--- config.mk ---
export PLATFORM = sky130hd
export DESIGN_NAME = multi_tick_divider
export DESIGN_NICKNAME = d
export VERILOG_FILES = /design/src/rtl/mtd_pkg.sv /design/src/rtl/tick_channel.sv /design/src/rtl/multi_tick_divider.sv
export SDC_FILE = /design/constraint.sdc
export NUM_CORES = 1
export LEC_CHECK = 0
export ABC_CLOCK_PERIOD_IN_PS = 9400
export BUFFER_PORTS_ARGS = -buffer_cell sky130_fd_sc_hd__buf_2
export CELL_PAD_IN_SITES_DETAIL_PLACEMENT = 1
export CELL_PAD_IN_SITES_GLOBAL_PLACEMENT = 1
export CORE_UTILIZATION = 51
export DETAILED_ROUTE_END_ITERATION = 8
export HOLD_SLACK_MARGIN = 0.02
export PLACE_DENSITY = 0.92
export SLEW_MARGIN = 40
export SYNTH_ARGS = -nofsm -noshare
export SYNTH_HDL_FRONTEND = slang
export SYNTH_SLANG_ARGS = --single-unit
--- constraint.sdc ---
create_clock -name clk -period 9.4 [get_ports clk]
set_input_delay 1.88 -clock clk [delete_from_list [all_inputs] [get_ports clk]]
set_output_delay 1.88 -clock clk [all_outputs]
set_load 0.02 [all_outputs]
--- src/rtl/mtd_pkg.sv ---
// rtl/mtd_pkg.sv - shared types and constants for the multi-channel tick divider
package mtd_pkg;

  typedef enum logic {
    MODE_PULSE  = 1'b0,
    MODE_SQUARE = 1'b1
  } mode_e;

  localparam int DEFAULT_WIDTH = 16;

endpackage

--- src/rtl/tick_channel.sv ---
// rtl/tick_channel.sv - one divider channel: counter, phase, shadow/active config, registered output
module tick_channel
  import mtd_pkg::*;
#(
  parameter int WIDTH       = DEFAULT_WIDTH,
  parameter int DEFAULT_DIV = 8
) (
  input  logic             clk,
  input  logic             rst,
  input  logic             en,
  input  logic             step,
  input  logic             restart,
  input  logic             cfg_load,
  input  logic [WIDTH-1:0] cfg_div,
  input  mode_e            cfg_mode,
  output logic [WIDTH-1:0] active_div,
  output logic             fire,
  output logic             out
);

  logic [WIDTH-1:0] cnt_q, cnt_d;
  logic [WIDTH-1:0] act_div_q, act_div_d;
  logic [WIDTH-1:0] shd_div_q, shd_div_d;
  mode_e            act_mode_q, act_mode_d;
  mode_e            shd_mode_q, shd_mode_d;
  logic             phase_q, phase_d;
  logic             out_q, out_d;
  logic             hit;

  assign hit        = step && (cnt_q == act_div_q);
  assign fire       = hit && !restart;
  assign active_div = act_div_q;
  assign out        = out_q;

  always_comb begin
    shd_div_d  = shd_div_q;
    shd_mode_d = shd_mode_q;
    if (cfg_load) begin
      shd_div_d  = cfg_div;
      shd_mode_d = cfg_mode;
    end

    // Active config only changes at a period boundary, so a write landing on the
    // same edge as that boundary takes effect at once.
    act_div_d  = act_div_q;
    act_mode_d = act_mode_q;
    if (hit || !en || restart) begin
      act_div_d  = shd_div_d;
      act_mode_d = shd_mode_d;
    end

    cnt_d   = cnt_q;
    phase_d = phase_q;
    out_d   = 1'b0;
    if (restart || !en) begin
      cnt_d   = '0;
      phase_d = 1'b0;
    end else begin
      if (hit) begin
        cnt_d   = '0;
        phase_d = !phase_q;
      end else if (step) begin
        cnt_d = cnt_q + WIDTH'(1);
      end
      out_d = (act_mode_d == MODE_SQUARE) ? phase_d : fire;
    end
  end

  always_ff @(posedge clk or posedge rst) begin
    if (rst) begin
      cnt_q      <= '0;
      act_div_q  <= WIDTH'(DEFAULT_DIV);
      shd_div_q  <= WIDTH'(DEFAULT_DIV);
      act_mode_q <= MODE_PULSE;
      shd_mode_q <= MODE_PULSE;
      phase_q    <= 1'b0;
      out_q      <= 1'b0;
    end else begin
      cnt_q      <= cnt_d;
      act_div_q  <= act_div_d;
      shd_div_q  <= shd_div_d;
      act_mode_q <= act_mode_d;
      shd_mode_q <= shd_mode_d;
      phase_q    <= phase_d;
      out_q      <= out_d;
    end
  end

endmodule

--- src/rtl/multi_tick_divider.sv ---
// rtl/multi_tick_divider.sv - multi-channel programmable clock-enable generator
// Optional MTD_CASCADE_EN: channel i>0 with cascade[i]=1 steps only on channel i-1 fires.
module multi_tick_divider
  import mtd_pkg::*;
#(
  parameter int CHANNELS    = 4,
  parameter int WIDTH       = DEFAULT_WIDTH,
  parameter int DEFAULT_DIV = 8,
  parameter int CH_BITS     = $clog2(CHANNELS)
) (
  input  logic                clk,
  input  logic                rst,
  input  logic [CHANNELS-1:0] ch_en,
  input  logic                cfg_wr,
  input  logic [CH_BITS-1:0]  cfg_ch,
  input  logic [WIDTH-1:0]    cfg_div,
  input  logic                cfg_mode,
  input  logic                restart,
  input  logic [CHANNELS-1:0] cascade,
  output logic [WIDTH-1:0]    rd_div,
  output logic [CHANNELS-1:0] out
);

  logic [WIDTH-1:0]    act_div [CHANNELS];
  logic [CHANNELS-1:0] unused_fire;
  logic                unused_cascade;

  assign unused_cascade = ^cascade;

  for (genvar i = 0; i < CHANNELS; i++) begin : g_ch
    // Per-channel scalars keep the cascade chain acyclic at signal granularity.
    logic qual;
    logic fire;

    if (i == 0) begin : g_first
      assign qual = 1'b1;
    end else begin : g_next
`ifdef MTD_CASCADE_EN
      assign qual = !cascade[i] || g_ch[i-1].fire;
`else
      assign qual = 1'b1;
`endif
    end

    assign unused_fire[i] = fire;

    tick_channel #(
      .WIDTH       (WIDTH),
      .DEFAULT_DIV (DEFAULT_DIV)
    ) u_ch (
      .clk        (clk),
      .rst        (rst),
      .en         (ch_en[i]),
      .step       (ch_en[i] && qual),
      .restart    (restart),
      .cfg_load   (cfg_wr && (cfg_ch == CH_BITS'(i))),
      .cfg_div    (cfg_div),
      .cfg_mode   (mode_e'(cfg_mode)),
      .active_div (act_div[i]),
      .fire       (fire),
      .out        (out[i])
    );
  end

  always_comb begin
    rd_div = '0;
    if (int'(cfg_ch) < CHANNELS) rd_div = act_div[cfg_ch];
  end

endmodule
==> run summary, run 1 <==
The number of antenna repair diodes came out at 0. The cell area after synthesis came out at 9650 um2. The count of input and output buffers came out at 46. For flop-to-flop paths, the worst setup slack is ~6500 ps. Of the cells placed in the final design, the portion with a size suffix greater than 1 is 30.3%. The category of the most critical setup path is input pin to primary output. The detailed-route wire length per cell came out at between 20 and 30 um. The origin of the worst min-delay path is g_ch[1].u_ch.shd_div_q[2]$_DFF_PP0_.

For the worst flop-to-flop path, the logic depth is 6. The count of endpoints failing setup in the final report came out at 0. Counting the fill cells in the layout gives 1799. The max-capacitance violation count came out at 0.

The synthesis warning total is 0. The worst slew margin relative to its limit is 45.1%. Averaged over all synthesized cells, the footprint is 13.5 um2. The number of buffers and inverters on the critical path is 2. Setup repair after global routing left no endpoint under its margin. Counting the buffers created by CTS gives 22.

The number of antenna violations at the first check in global routing came out at 0. In this run the horizontal extent of the chip is about 140 um. Leaving out fill and tap cells, the most frequent cell in the layout is sky130_fd_sc_hd__dfrtp_1. In this run the worst path has a maximum fanout of 20. The startpoint of the worst-slack reg-to-reg timing path is g_ch[1].u_ch.cnt_q[10]$_DFFE_PP0P_. In the final timing run, aggregate negative setup slack is 0 ps. On the critical path the largest part of the delay comes from buffers and inverters. Using the TritonRoute via totals, the vias-per-cell ratio works out to 6.18. The sequential cell area fraction in the yosys report is 54.1%.

The count of nets left with antenna violations once routing finished came out at 0. The distinct cell type count after synthesis is 32. The total track usage came out at 31.4%.

The maximum operating frequency is 0.195 GHz. The sink of the worst hold path is g_ch[1].u_ch.shd_div_q[2]$_DFF_PP0_. The worst hold-check slack is 499 ps. The worst-margin pin slew is 816 ps. The cell count after synthesis came out at around 700. The count of TritonRoute iterations in the first routing pass is 4. The final hold violation count came to 0. The count of boundary I/O pins is 51. The post-layout total power is ~2.4 mW. The hold buffer count at CTS is 0. The height of the chip is 140 um. The number of sinks handled by clock tree synthesis came out at about 210. Among the stages of the critical path, the cell type that occurs most often is sky130_fd_sc_hd__buf_2. The first global-routing pass estimated between 40000 and 50000 um of wire. After detailed placement, the total cell area comes to 9930 um2. Summed over all instances, the cell type with the most area after synthesis is sky130_fd_sc_hd__dfrtp_1. Data on the critical path is required at its endpoint by 7520 ps. The endpoint identified for the worst register-to-register timing path is g_ch[1].u_ch.active_div[2]$_DFFE_PP0P_.

The total overflow left after global routing is 0. CTS placed an instance of sky130_fd_sc_hd__clkbuf_16 at the clock tree root. CTS built an H-tree with a depth of 1.

In this design, the stage delay of the slowest critical-path cell is 640 ps. The worst setup path is launched from an input pin. After synthesis, the cell types taking the most area are sky130_fd_sc_hd__dfrtp_1 (52%), sky130_fd_sc_hd__mux2_2 (9.8%), sky130_fd_sc_hd__xnor2_1 (8.1%). The final wirelength is 29100 um. The standby leakage power came out at 4.50 nW. TritonCTS built the clock tree. Traced cell by cell, the critical path runs through buf_2 -> mux4_2 -> buf_2. The final-report max-slew violation count came to 0. The total placed cells including tap cells is roughly 970. The share of the cycle needed by the critical path after routing is 54.5%. The number of nets at the end of the flow is 799.

Of the post-synthesis cell area, the dominant cell type holds 51.9%. The number of synthesized register bits came out at 208. Once layout is complete, the cells apart from fillers number 1008. The critical-path cell with the highest stage delay is sky130_fd_sc_hd__mux4_2. The die outline area is 19500 um2.

The data arrival time of the worst path is 3240 ps. The layout overhead on the synthesized area came out at 10.5%. The via count came out at 6234.

After routing the design area is 10700 um2. The placement row count came out at 49. In this run, the number of DRC markers left after iteration 0 of detailed routing was 548.

After floorplanning, the core was sized to cover 18300 um2. The final weighted congestion of routability-driven global placement is ~0.9. Gates resized during post-CTS repair numbered 0. The clock skew after layout came out at roughly 23 ps. The effective utilization at floorplan is between 50 and 60%. Counting instances, the worst hold path has a depth of 1. The run finished with clean final reports.

The post-synth net total came out at 751. The clock latency on the worst-skew pair came out at 530 ps. The via count of the first global-routing pass came out at 7179. The maximum number of pins on one net before global-route repair is 127.

In the routed design, unresolved DRC markers number 0. The worst hold path belongs to the class flop to flop. The power per standard cell area is 229 nW/um2. The smallest clock period supported by the final layout is computed as 5120 ps.

The worst setup path is captured at a primary output. Leaving out fill and tap cells, the most frequent cells in the layout are sky130_fd_sc_hd__dfrtp_1 (200), sky130_fd_sc_hd__xnor2_1 (89), sky130_fd_sc_hd__mux2_2 (84). The estimated wirelength of the detail-placed design is 17700 um.

The clock edge transition at the registers on the reported setup and hold paths is 60 ps. The post-CTS setup buffer count is 0. The worst voltage drop across the vdd grid is approximately 120 uV.

In this run the deepest clock path goes through 3 buffers.
==> logic make-up after synthesis <==
logic type | share of synthesized area, %
mux | 20.8
buf+inv | 3.36
fa+ha+maj | 0.519
flops | 54.1
simple gates | 9.47
compound gates | 0.571
xor+xnor | 11.3
==> cells in the mapped netlist <==
master and number:
sky130_fd_sc_hd__a21oi_1 4, sky130_fd_sc_hd__a311oi_1 4, sky130_fd_sc_hd__and3_1 10, sky130_fd_sc_hd__and4_1 4, sky130_fd_sc_hd__buf_12 3, sky130_fd_sc_hd__buf_2 4
sky130_fd_sc_hd__buf_4 7, sky130_fd_sc_hd__buf_6 10, sky130_fd_sc_hd__buf_8 3, sky130_fd_sc_hd__clkbuf_1 1, sky130_fd_sc_hd__dfrtp_1 200, sky130_fd_sc_hd__dfstp_2 8
sky130_fd_sc_hd__ha_1 4, sky130_fd_sc_hd__inv_1 8, sky130_fd_sc_hd__mux2_1 22, sky130_fd_sc_hd__mux2_2 84, sky130_fd_sc_hd__mux2_4 30, sky130_fd_sc_hd__mux4_2 16
sky130_fd_sc_hd__nand2_1 28, sky130_fd_sc_hd__nand2b_1 4, sky130_fd_sc_hd__nand3_1 18, sky130_fd_sc_hd__nand3_2 1, sky130_fd_sc_hd__nand3b_2 2, sky130_fd_sc_hd__nand4_1 22
sky130_fd_sc_hd__nor2_1 77, sky130_fd_sc_hd__nor3_1 6, sky130_fd_sc_hd__nor3b_2 1, sky130_fd_sc_hd__nor4_1 3, sky130_fd_sc_hd__nor4_2 4, sky130_fd_sc_hd__or2_1 4
sky130_fd_sc_hd__xnor2_1 89, sky130_fd_sc_hd__xor2_1 35
==> metrics by stage <==
step	setup slack (ps)	utilization [%]
final	4280	58.4
after global routing	4210	58.4
after CTS	4250	58.3
after detailed placement	4290	54.3
after global placement	4310	54.3
after floorplan	1850	-
==> worst register-to-register path, stage by stage, from the launching register on <==
cell and delay, ps:
sky130_fd_sc_hd__dfrtp_1 490, sky130_fd_sc_hd__xnor2_1 260, sky130_fd_sc_hd__nand4_1 230, sky130_fd_sc_hd__nor4_2 670, sky130_fd_sc_hd__or2_1 220, sky130_fd_sc_hd__buf_4 440, sky130_fd_sc_hd__mux2_1 450
==> power breakdown <==
group	internal, mW	switching, mW
clock network	0.513	0.379
registers	1.02	0.126
logic	0.201	0.201
total	1.74	0.706
==> layout make-up <==
type | count | area [um2] | area share, %
clock buffers | 32 | 659 | 6.18
clock inverters | 7 | 62.6 | 0.587
inverters | 8 | 42.5 | 0.399
multi-input cells | 472 | 4120 | 38.6
flip-flops and latches | 208 | 5220 | 48.9
well taps | 229 | 287 | 2.69
repair buffers | 52 | 282 | 2.64
==> worst max-delay path by stage <==
stage,startpoint,end,slack (ps),cells past startpoint
2_1_floorplan,rst,g_ch[0].u_ch.act_mode_q$_DFF_PP0_,1850,1
3_3_place_gp,cfg_ch[0],rd_div[0],4310,3
3_5_place_dp,cfg_ch[0],rd_div[1],4290,3
4_1_cts,cfg_ch[0],rd_div[1],4250,3
5_1_grt,cfg_ch[0],rd_div[1],4210,3
6_report,cfg_ch[0],rd_div[1],4280,3
==> registers in the layout (all words and copies together), names as in the netlist <==
| signal | cells |
|---|---|
| g_ch.u_ch.active_div | 64 |
| g_ch.u_ch.shd_mode_q | 4 |
| g_ch.u_ch.out | 4 |
| g_ch.u_ch.act_mode_q | 4 |
| g_ch.u_ch.shd_div_q | 64 |
| g_ch.u_ch.cnt_q | 64 |
| g_ch.u_ch.phase_q | 4 |
==> metal layers <==
metal | track usage (%) | wire length (um) | vias up
li1 | - | - | 2555
met1 | 39.5 | 11400 | 3339
met2 | 53.3 | 14800 | 258
met3 | 5.40 | 1650 | 82
met4 | 14.3 | 1260 | 0
met5 | 0 | 0 | -
Power figures use the tool's default switching activity.
==> run 2, diff against run 1 <==
Settings changed: ABC_CLOCK_PERIOD_IN_PS 9400 to 5100.
Clock period 9.4 ns to 5.1 ns, I/O delays scaled along.
==> run summary, run 2 (synthesis gave the netlist of run 1 again) <==
The clock edge transition at the registers on the reported setup and hold paths is 60 ps. The effective utilization at floorplan came out at 52.8%. Compared with the post-synthesis result, the final layout area differs by 10.5%. The post-CTS setup buffer count came out at 0. The placement row count came out at 49. The height of the chip came out at between 100 and 150 um.

The final weighted congestion of routability-driven global placement is 0.846. The number of sinks handled by clock tree synthesis is 208. Gates resized during post-CTS repair numbered 0. The TritonCTS clock tree is built. Of the total power, the clock network draws 35.4%. Using the TritonRoute via totals, the vias-per-cell ratio works out to between 6 and 7. Port buffering added 46 buffers. At the pin with the least slew margin, the transition time is 849 ps. The routed length on met3 is 1710 um.

The final core area utilization is 58.4%. The final hold violation count came out at 0. STA puts the critical path data arrival time at 2380 ps. The number of cells in the finished layout apart from fillers came out at between 1000 and 1500. Detailed routing placed a total of 15100 um of wire on met2. The maximum operating frequency is 0.294 GHz.

The total track usage came out at between 30% and 40%. Setup violations remaining at the end of the flow were counted as 0. The share of the cycle needed by the critical path after routing is around two thirds. Prior to clock tree synthesis, the placed netlist has a worst setup slack of 1700 ps. The worst-case IR drop observed on VDD is 286 uV. The first detailed-routing pass ran for 5 iterations. In the routed design, unresolved DRC markers number 0.

The maximum cell stage delay along the critical path came out at 640 ps. On the critical path the largest part of the delay comes from buffers and inverters. The number of buffers and inverters on the critical path is 2.

The final worst slack came out at 1700 ps. Setup repair after global routing left no endpoint under its margin. The share of final-layout standard cells stronger than drive strength 1 is 30.5%. The standby leakage power is ~4.5 nW. The number of nets at the end of the flow came out at 803. Net switching is ~29% of the power.

The hold buffer count at CTS came out at 0. On the final layout, the worst clock skew is 18.8 ps. STA classifies the critical path endpoint as a primary output.

The via count of the first global-routing pass came out at 7249. The total congestion overflow is 0. Entering global routing, the biggest net connects between 100 and 150 pins. The worst pin sits at a relative slew slack of a little over two fifths.

The core outline area is ~18000 um2. Dividing the detail-routed wire length by the instance count gives 29.5 um. The starting DRC count in detailed routing came out at 480. The critical-path maximum fanout is 20. Across the run, the number of max-cap violations was 0.

On the critical path, the stage with the largest delay is an instance of sky130_fd_sc_hd__mux4_2. Detailed placement finished with a half-perimeter wire length of 19100 um. The number of antenna diodes in the final layout is 0. The highest metal layer carrying signal wires in the routed design is met4. The clock buffer count from CTS is 23. The clock reaches the later pin of the worst-skew pair after 530 ps.

The via count came out at 6357. In the layout the commonest cells are sky130_fd_sc_hd__dfrtp_1 (200), sky130_fd_sc_hd__xnor2_1 (89), sky130_fd_sc_hd__mux2_2 (84). The wire length the detailed router placed on met1 came out at 11300 um. The tightest min-delay check is of the flop to flop type. Once detail routing completed, the nets flagged for antenna violations numbered 0. In this run the power density over the cells is 417 nW/um2. The share of total power dissipated in sequential elements is 47.7%. The die outline width is 140 um.

The total placed cells including tap cells came out at slightly below 1000. The run finished with clean final reports. No sink is reached through more buffers than the 3 on the longest clock path. Walking the worst path, the cells encountered are buf_2 -> mux4_2 -> buf_2. STA classifies the critical path startpoint as an input pin.

The worst path needs 3400 ps of the cycle, external delays included. The internal power component came out at 3.15 mW. The aggregate negative setup slack is 0 ps. The count of boundary I/O pins came out at roughly 50. The filler cells instantiated in the layout total 1793. The critical path is of the input pin to primary output type.

The tree is rooted in a sky130_fd_sc_hd__clkbuf_16. The final-report max-slew violation count came out at 0. The global-route wire length before repair came out at ~46000 um. The share of total power in combinational logic came out at 16.9%. The final wirelength is 29800 um.

By instance count, the cell type seen most on the critical path is sky130_fd_sc_hd__buf_2. The library cell used most frequently in the layout, excluding fill and tap cells, is sky130_fd_sc_hd__dfrtp_1. CTS built an H-tree with a depth of 1. The die outline area came out at 19500 um2. The switching power is 1.31 mW. The worst endpoint required time is 4080 ps. The number of antenna violations at the first check in global routing was 0.
## run 2: worst register-to-register path, delay by kind of cell (launching register included)
| family | cells | cell delay, ps |
|---|---|---|
| simple gates | 3 | 1380 |
| flops | 1 | 450 |
| buf+inv | 1 | 440 |
| mux | 1 | 360 |
| xor+xnor | 1 | 310 |
## run 2: final cells by class
type / count / area (um2) / area share [%]
clock inverter: 7 / 38.8 / 0.364
sequential: 208 / 5220 / 48.9
timing repair buffer: 55 / 323 / 3.03
clock buffer: 33 / 653 / 6.12
inverter: 8 / 33.8 / 0.317
multi-input combinational: 472 / 4120 / 38.6
tap: 229 / 287 / 2.69
## run 2: routing by layer
layer  up-vias  GRT usage (%)
met2       311           54.5
met1      3357           39.0
li1       2570              -
met4         0           19.9
met5         -              0
met3       119           5.37
## run 2: metrics by stage
stage	hold slack, ps	cell area, um2	power (mW)
2_1_floorplan	458	9650	2.56
3_3_place_gp	469	9950	2.73
3_5_place_dp	484	9970	2.84
4_1_cts	499	10700	4.44
5_1_grt	515	10700	4.56
6_report	498	10700	4.45
## run 2: power groups by stage
stage / clock [mW] / sequential [mW] / combinational, mW
after global routing: 1.64 / 2.14 / 0.786
after CTS: 1.58 / 2.11 / 0.747
after detailed placement: 0 / 2.12 / 0.714
after floorplan: 0 / 2.01 / 0.545
final: 1.58 / 2.12 / 0.751
after global placement: 0 / 2.09 / 0.642
## run 2: path summary, 6_finish.rpt
kind | end | start | cells past startpoint | slack [ps]
worst max register to register | g_ch[3].u_ch.active_div[10]$_DFFE_PP0P_ | g_ch[3].u_ch.cnt_q[7]$_DFFE_PP0P_ | 6 | 2040
worst min-delay path | g_ch[2].u_ch.shd_div_q[8]$_DFF_PP0_ | g_ch[2].u_ch.shd_div_q[8]$_DFF_PP0_ | 1 | 500
worst min register to register | g_ch[2].u_ch.shd_div_q[8]$_DFF_PP0_ | g_ch[2].u_ch.shd_div_q[8]$_DFF_PP0_ | 1 | 500
max in group asynchronous | g_ch[3].u_ch.active_div[3]$_DFFE_PP1P_ | rst | 4 | 3650
min in group asynchronous | g_ch[2].u_ch.active_div[10]$_DFFE_PP0P_ | rst | 2 | 520
worst max-delay path | rd_div[6] | cfg_ch[0] | 3 | 1700
